===== src/rtl/data_memory_responder.sv =====
// Single-port word memory behind a valid/ready request/response handshake with a fixed
// response latency. Define DATA_MEMORY_ERROR_CHECK_EN to reject misaligned or out-of-range addresses.
module data_memory_responder #(
  parameter int DEPTH       = 64,
  parameter int WAIT_STATES = 2
) (
  input  logic        clock,
  input  logic        reset,
  input  logic        request_valid,
  output logic        request_ready,
  input  logic        request_write,
  input  logic [31:0] request_address,
  input  logic [31:0] request_write_data,
  output logic        response_valid,
  input  logic        response_ready,
  output logic [31:0] response_read_data,
  output logic        response_error
);

  localparam int AW = $clog2(DEPTH);

  typedef enum logic [1:0] {IDLE, WAIT, RESPOND} state_t;

  state_t      state_reg, state_next;
  logic [3:0]  wait_cnt_reg, wait_cnt_next;
  logic        req_write_reg;
  logic [31:0] req_addr_reg;
  logic [31:0] req_wdata_reg;
  logic        resp_zero_reg;
  logic        resp_error_reg;
  logic [31:0] mem_rdata_reg;
  logic [31:0] mem [DEPTH];

  logic          accept;
  logic          enter_respond;
  logic          sel_write;
  logic [31:0]   sel_addr;
  logic [31:0]   sel_wdata;
  logic [AW-1:0] sel_index;
  logic          addr_error;

  assign accept = (state_reg == IDLE) && request_valid;

  // With no wait states the memory is accessed on the acceptance edge itself,
  // so the live request is used until it has been captured.
  assign sel_write = (state_reg == IDLE) ? request_write      : req_write_reg;
  assign sel_addr  = (state_reg == IDLE) ? request_address    : req_addr_reg;
  assign sel_wdata = (state_reg == IDLE) ? request_write_data : req_wdata_reg;
  assign sel_index = sel_addr[AW+1:2];

  assign enter_respond = !reset && (state_next == RESPOND) && (state_reg != RESPOND);

`ifdef DATA_MEMORY_ERROR_CHECK_EN
  assign addr_error = (sel_addr[1:0] != 2'b00) || (sel_addr[31:2] >= 30'(DEPTH));
`else
  logic unused_addr_bits;
  assign addr_error       = 1'b0;
  assign unused_addr_bits = ^{sel_addr[31:AW+2], sel_addr[1:0]};
`endif

  always_comb begin
    state_next    = state_reg;
    wait_cnt_next = wait_cnt_reg;
    unique case (state_reg)
      IDLE: begin
        if (request_valid) begin
          if (WAIT_STATES > 0) begin
            state_next    = WAIT;
            wait_cnt_next = 4'(WAIT_STATES - 1);
          end else begin
            state_next = RESPOND;
          end
        end
      end
      WAIT: begin
        if (wait_cnt_reg == 4'd0) begin
          state_next = RESPOND;
        end else begin
          wait_cnt_next = wait_cnt_reg - 4'd1;
        end
      end
      RESPOND: begin
        if (response_ready) begin
          state_next = IDLE;
        end
      end
      default: state_next = IDLE;
    endcase
  end

  always_ff @(posedge clock) begin
    if (reset) begin
      state_reg      <= IDLE;
      wait_cnt_reg   <= 4'd0;
      req_write_reg  <= 1'b0;
      req_addr_reg   <= 32'd0;
      req_wdata_reg  <= 32'd0;
      resp_zero_reg  <= 1'b1;
      resp_error_reg <= 1'b0;
    end else begin
      state_reg    <= state_next;
      wait_cnt_reg <= wait_cnt_next;
      if (accept) begin
        req_write_reg <= request_write;
        req_addr_reg  <= request_address;
        req_wdata_reg <= request_write_data;
      end
      if (enter_respond) begin
        resp_zero_reg  <= sel_write || addr_error;
        resp_error_reg <= addr_error;
      end
    end
  end

  // Storage has no reset so it maps onto block RAM; read is registered.
  always_ff @(posedge clock) begin
    if (enter_respond) begin
      if (sel_write && !addr_error) begin
        mem[sel_index] <= sel_wdata;
      end
      mem_rdata_reg <= mem[sel_index];
    end
  end

  assign request_ready      = (state_reg == IDLE);
  assign response_valid     = (state_reg == RESPOND);
  assign response_error     = response_valid && resp_error_reg;
  assign response_read_data = (response_valid && !resp_zero_reg) ? mem_rdata_reg : 32'd0;

endmodule


===== config.mk =====
export PLATFORM = sky130hd
export DESIGN_NAME = data_memory_responder
export DESIGN_NICKNAME = d
export VERILOG_FILES = /design/src/rtl/data_memory_responder.sv
export SDC_FILE = /design/constraint.sdc
export NUM_CORES = 2
export LEC_CHECK = 0
export ABC_CLOCK_PERIOD_IN_PS = 5200
export BUFFER_PORTS_ARGS = -buffer_cell sky130_fd_sc_hd__buf_2
export CORE_UTILIZATION = 45
export DETAILED_ROUTE_END_ITERATION = 16
export SLEW_MARGIN = 20
export SYNTH_ARGS = -nofsm -noshare
export SYNTH_HDL_FRONTEND = slang
export SYNTH_SLANG_ARGS = --single-unit

===== constraint.sdc =====
create_clock -name clock -period 5.2 [get_ports clock]
set_input_delay 0.78 -clock clock [delete_from_list [all_inputs] [get_ports clock]]
set_output_delay 0.78 -clock clock [all_outputs]
set_load 0.005 [all_outputs]

Word-level counts from Yosys, hierarchy flattened
Memory sizes are Yosys's and may differ from the RTL's. A register that Yosys moved wholly into a read port is not among the register bits.
Index checks and enable logic that the tools add are counted.
{"block": "totals", "reg_bits": 48, "latch_bits": 0, "ram_bits": 2048, "romBits": 0, "input_bits": 69, "mem_count": 1}
{"memory": "mem", "depth": 64, "width": 32, "read_ports": 1, "rd_ports_with_merged_regs": 1, "wr": 1, "line": "32", "rtl": "logic [31:0] mem [DEPTH];"}
{"block": "op_classes", "addsub": 1, "multipliers": 0, "div": 0, "magnitude_cmp": 0, "n_eq_ne": 6, "n_shift": 0, "n_mux": 14, "bitwise": 0, "reduce_logical": 10}
{"cell": "2-to-1 mux 32 bit", "count": 2}
{"cell": "2-to-1 mux 4 bit", "count": 2}
{"cell": "2-to-1 mux 8 bit", "count": 1}
{"cell": "one-hot mux 4 bit (2 select lines)", "count": 1}
{"cell": "2-to-1 mux 2 bit", "count": 3}
{"cell": "!= test 2 bit, second input constant", "count": 3}
{"cell": "one-hot mux 2 bit (3 select lines)", "count": 1}
{"cell": "equality test 2 bit, second input constant", "count": 2}
{"cell": "logical AND 1 bit", "count": 4}
{"cell": "logical NOT 4 bit", "count": 1}
{"cell": "2-to-1 mux 1 bit", "count": 4}
{"cell": "subtractor 4 x 1 -> 4 bit, second input constant", "count": 1}
{"cell": "AND reduction 3 bit", "count": 1}
{"cell": "equality test 2 x 1 -> 1 bit, second input constant", "count": 1}
{"cell": "logical NOT 1 bit", "count": 2}
{"cell": "logical NOT 2 bit", "count": 1}
{"cell": "nonzero test 2 bit", "count": 1}

Longest topological paths before layout
{"block": "logic_depth", "word_depth": 8, "mapped_depth": 12, "mapped_depth_nobuf": 7}

Least setup slack after synthesis
Ideal clock, no wire load.
{"block": "synth_timing", "kind": "input port to flip-flop", "start": "input request_address[4]", "end": "memory mem[0][0] (enable)", "setup_ns": 0.421, "t_arrival_ns": 3.883, "path_slack_ns": 0.896, "cell_stages": 10, "cell_sequence": "buf_2 > or3_1 > buf_4 > o22ai_2 > buf_2 > buf_2 > buf_2 > buf_2 > nand2_1 > nor2_1"}
{"block": "synth_via", "elab_chain_len": 1}
{"element": "start: declaration", "line": "12", "rtl": "input logic [31:0] request_address,"}
{"element": "2-to-1 mux 8 bit", "line": "47", "rtl": "assign sel_addr = (state_reg == IDLE) ? request_address : req_addr_reg;"}
{"element": "end: declaration", "line": "32"}
Every way passes these cells.

Worst setup path in the final report
{"block": "layout_timing", "start": "register state_reg[0]", "end": "memory mem[12][26] (enable)"}
{"block": "layout_via", "elab_chain_len": 7}
{"element": "start: declaration", "line": "24", "rtl": "state_t state_reg, state_next;"}
{"element": "start signal: assignment", "line": "101", "rtl": "state_reg <= state_next;"}
{"element": "equality test 2 bit (tied with other cells)", "line": "64", "rtl": "unique case (state_reg)"}
{"element": "one-hot mux 2 bit (3 select lines)", "line": "64"}
{"element": "equality test 2 bit", "line": "51", "rtl": "assign enter_respond = !reset && (state_next == RESPOND) && (state_reg != RESPOND);"}
{"element": "logical AND 1 bit (2 in series)", "line": "51"}
{"element": "2-to-1 mux 1 bit", "line": "117", "rtl": "if (enter_respond) begin"}
{"element": "2-to-1 mux 1 bit (not written as such)", "line": "119", "rtl": "mem[sel_index] <= sel_wdata;"}
Parallel ways exist; a longest one is shown, timed or not.

==> results.ini <==
[worst_setup_path]
worstSetupStartpointType=flop
startpoint=state_reg[0]
path_buf_inv=2
cp_data_arrival_time_ps=4920
rr_worst_depth=7
cp.depth=7
path_cells=nor2_4, buf_4, mux2i_1, nor2_1, nand2_1, nor2_4, buf_4
crit_slowest_cell=nand2_1
cp_top_family=simple AND/OR/NAND/NOR gates
timing.rr.start=state_reg[0]
critPathKind=flop to flop
critPathCaptureType=flop
critPathMaxStageDelay_ps=700
worst-path-max-fanout=37
worstPathRequired_ps=5680

[sta]
fin_crit_sh_pct=85.4
hold_violations=0
final.setup.tns_ps=0
period_needed_ps=4440
setup_viol=0
setup_slack_ps=757
drv_slew=0
clock_skew_ps=41.7
slew_headroom_pct=21.0
rsz0062_at_grt=false
fmax_ghz=0.225
tightest_slew_ps=1170

[finish]
finalNonFillerCells=6949
drive_gt1_share_pct=15.8
syn_to_final_growth_pct=14.7
nNetsFinal=4520
largest_reg_flops=2048
nFillCells=13600

[floorplan]
core_area_um2=172000
fp.dieH_um=419
die_area_um2=175000
start_util_pct=45.4
die_x_um=419
top_level_ports=104
num_rows=152

[grt]
grt_pass1_wl_um=323000
use_met3_pct=4.81
grt_max_degree=65
grt-ovfl-total=0
top_usage_layer=met2
grt_pass1_vias=43200
grt.met2_usage_pct=41.7
antenna_found_initial=7
grt_usage_pct=25.9
use_met1_pct=35.9

[clock_tree]
cts_tree=yes
clk_pin_slew_ps=60
post_cts_buffers=0
cts_htree_levels=4
clock-sinks=2126
clockBufferDepth=3
cts_buffers=209
cts_root_buf=clkbuf_16
clk_latency_ps=850
cts_resized=0
hold_buffers=0

[logic_synthesis]
ys_types=60
yosys-top-cells-area=edfxtp_1 (80%), a22oi_1 (4.0%), a222oi_1 (3.3%)
synthArstFlopShare_pct=0
netlist.top_cell.by_area=edfxtp_1
ys_ff_latch=2126
synth_seq_area_share_pct=81.2
yosysTopAreaCellShare_pct=80.0
ys.flop_type=edfxtp_1
syn_avg_cell_area_um2=18.5
synth_most_common_cell=edfxtp_1
synthCells=4223
synth-edff-count=2080
yosysWarnings=0
synth_area_um2=78100
synth_commonest_cells=edfxtp_1 (2080), a22oi_1 (415), a222oi_1 (256)
syn_nets=4294

[drt]
wl_um=229000
viasPerCell=6.47
via_count=45000
drt-initial-drc-count=6743
dr.pass1.iters=10
drc_errors=0
ant_nets=0
route.detailed.wl_per_inst_um=33.0

[flow_run]
cap_violations=0

[power]
power.total_mw=38.3
power_density_nw_per_um2=428
ir_drop_v=0.000396
power_leakage_nw=27.4

[placed_design]
gp_congestion=0.841
portBuffers=76
post-place-cells=6548
pre_cts_ws_ps=637
dpl.hpwl_um=128000

[min_path]
hold_path_depth=2
hp-start=request_write_data[1]
hold_path.class=primary input to flop

[outcome]
outcome=finished clean

logic make-up (layout without fill, tap and decap cells):
kind of cell	after synthesis	in the layout	synth area share (%)
flip-flops	2126	2126	81.2
AO/OA/AOI/OAI	1234	1234	12.8
AND/OR/NAND/NOR	448	448	2.81
buffers and inverters	305	715	1.71
multiplexers	105	105	1.44
adder cells (fa/ha/maj)	2	2	0.0320
XOR/XNOR	2	2	0.0224
other	1	7	0.00480
layout by cell type, fill, tap and decap left out, types with 25 or more instances in the layout:
| master | n |
|---|---|
| a211oi_1 | 27 |
| a221oi_1 | 106 |
| a222oi_1 | 256 |
| a22o_1 | 126 |
| a22oi_1 | 415 |
| a31oi_1 | 185 |
| and2_1 | 35 |
| buf_12 | 47 |
| buf_2 | 76 |
| buf_4 | 187 |
| clkbuf_1 | 61 |
| clkbuf_16 | 211 |
| clkinv_1 | 54 |
| clkinv_2 | 38 |
| dfxtp_1 | 45 |
| edfxtp_1 | 2080 |
| mux2_2 | 31 |
| mux2i_1 | 67 |
| nand2_1 | 71 |
| nand3_1 | 56 |
| nand4_1 | 52 |
| nor2_1 | 73 |
| nor2_4 | 68 |
| nor4_1 | 35 |
| o2bb2ai_1 | 25 |
layer usage:
metal  wire length [µm]  share of wire, %  up-vias
li1                   -                 -    18700
met1              90900                40    23300
met2             109000                48     2624
met3              22500               9.8      364
met4               6780               3.0        8
met5                 56             0.024        -
worst register-to-register path, cell delays in order, from the launching register on:
cell and delay, ps:
dfxtp_1 340, nor2_4 460, buf_4 570, mux2i_1 280, nor2_1 560, nand2_1 700
nor2_4 530, buf_4 560
final timing paths:
kind	slack [ps]	to
setup / recovery	760	mem[12][26]
setup reg to reg	760	mem[12][26]
hold / removal	150	req_wdata_reg[1]
hold reg to reg	480	req_wdata_reg[17]
final cells by class:
class / instances / area, µm² / share of cell area, %
Sequential cell: 2126 / 63400 / 70.7
Multi-Input combinational cell: 1792 / 14000 / 15.6
Clock buffer: 272 / 5510 / 6.15
Tap cell: 2310 / 2890 / 3.23
Timing Repair Buffer: 312 / 2780 / 3.10
Clock inverter: 123 / 970 / 1.08
Inverter: 8 / 30.0 / 0.0335
Antenna cell: 6 / 15.0 / 0.0168
stage by stage:
stage          hold WS (ps)  util [%]  cell area (µm²)
2_1_floorplan           437         -            78100
3_3_place_gp            458      48.3            83000
3_5_place_dp            462      48.3            83100
4_1_cts                 104      52.1            89600
5_1_grt                 138      52.1            89600
6_report                151      52.1            89600
where the power goes:
group | internal (mW) | switching (mW)
clock network | 7.95 | 6.42
registers | 19.7 | 0.0613
logic | 1.10 | 3.12
total | 28.7 | 9.61
No activity file was read; power rests on OpenSTA's default activity.
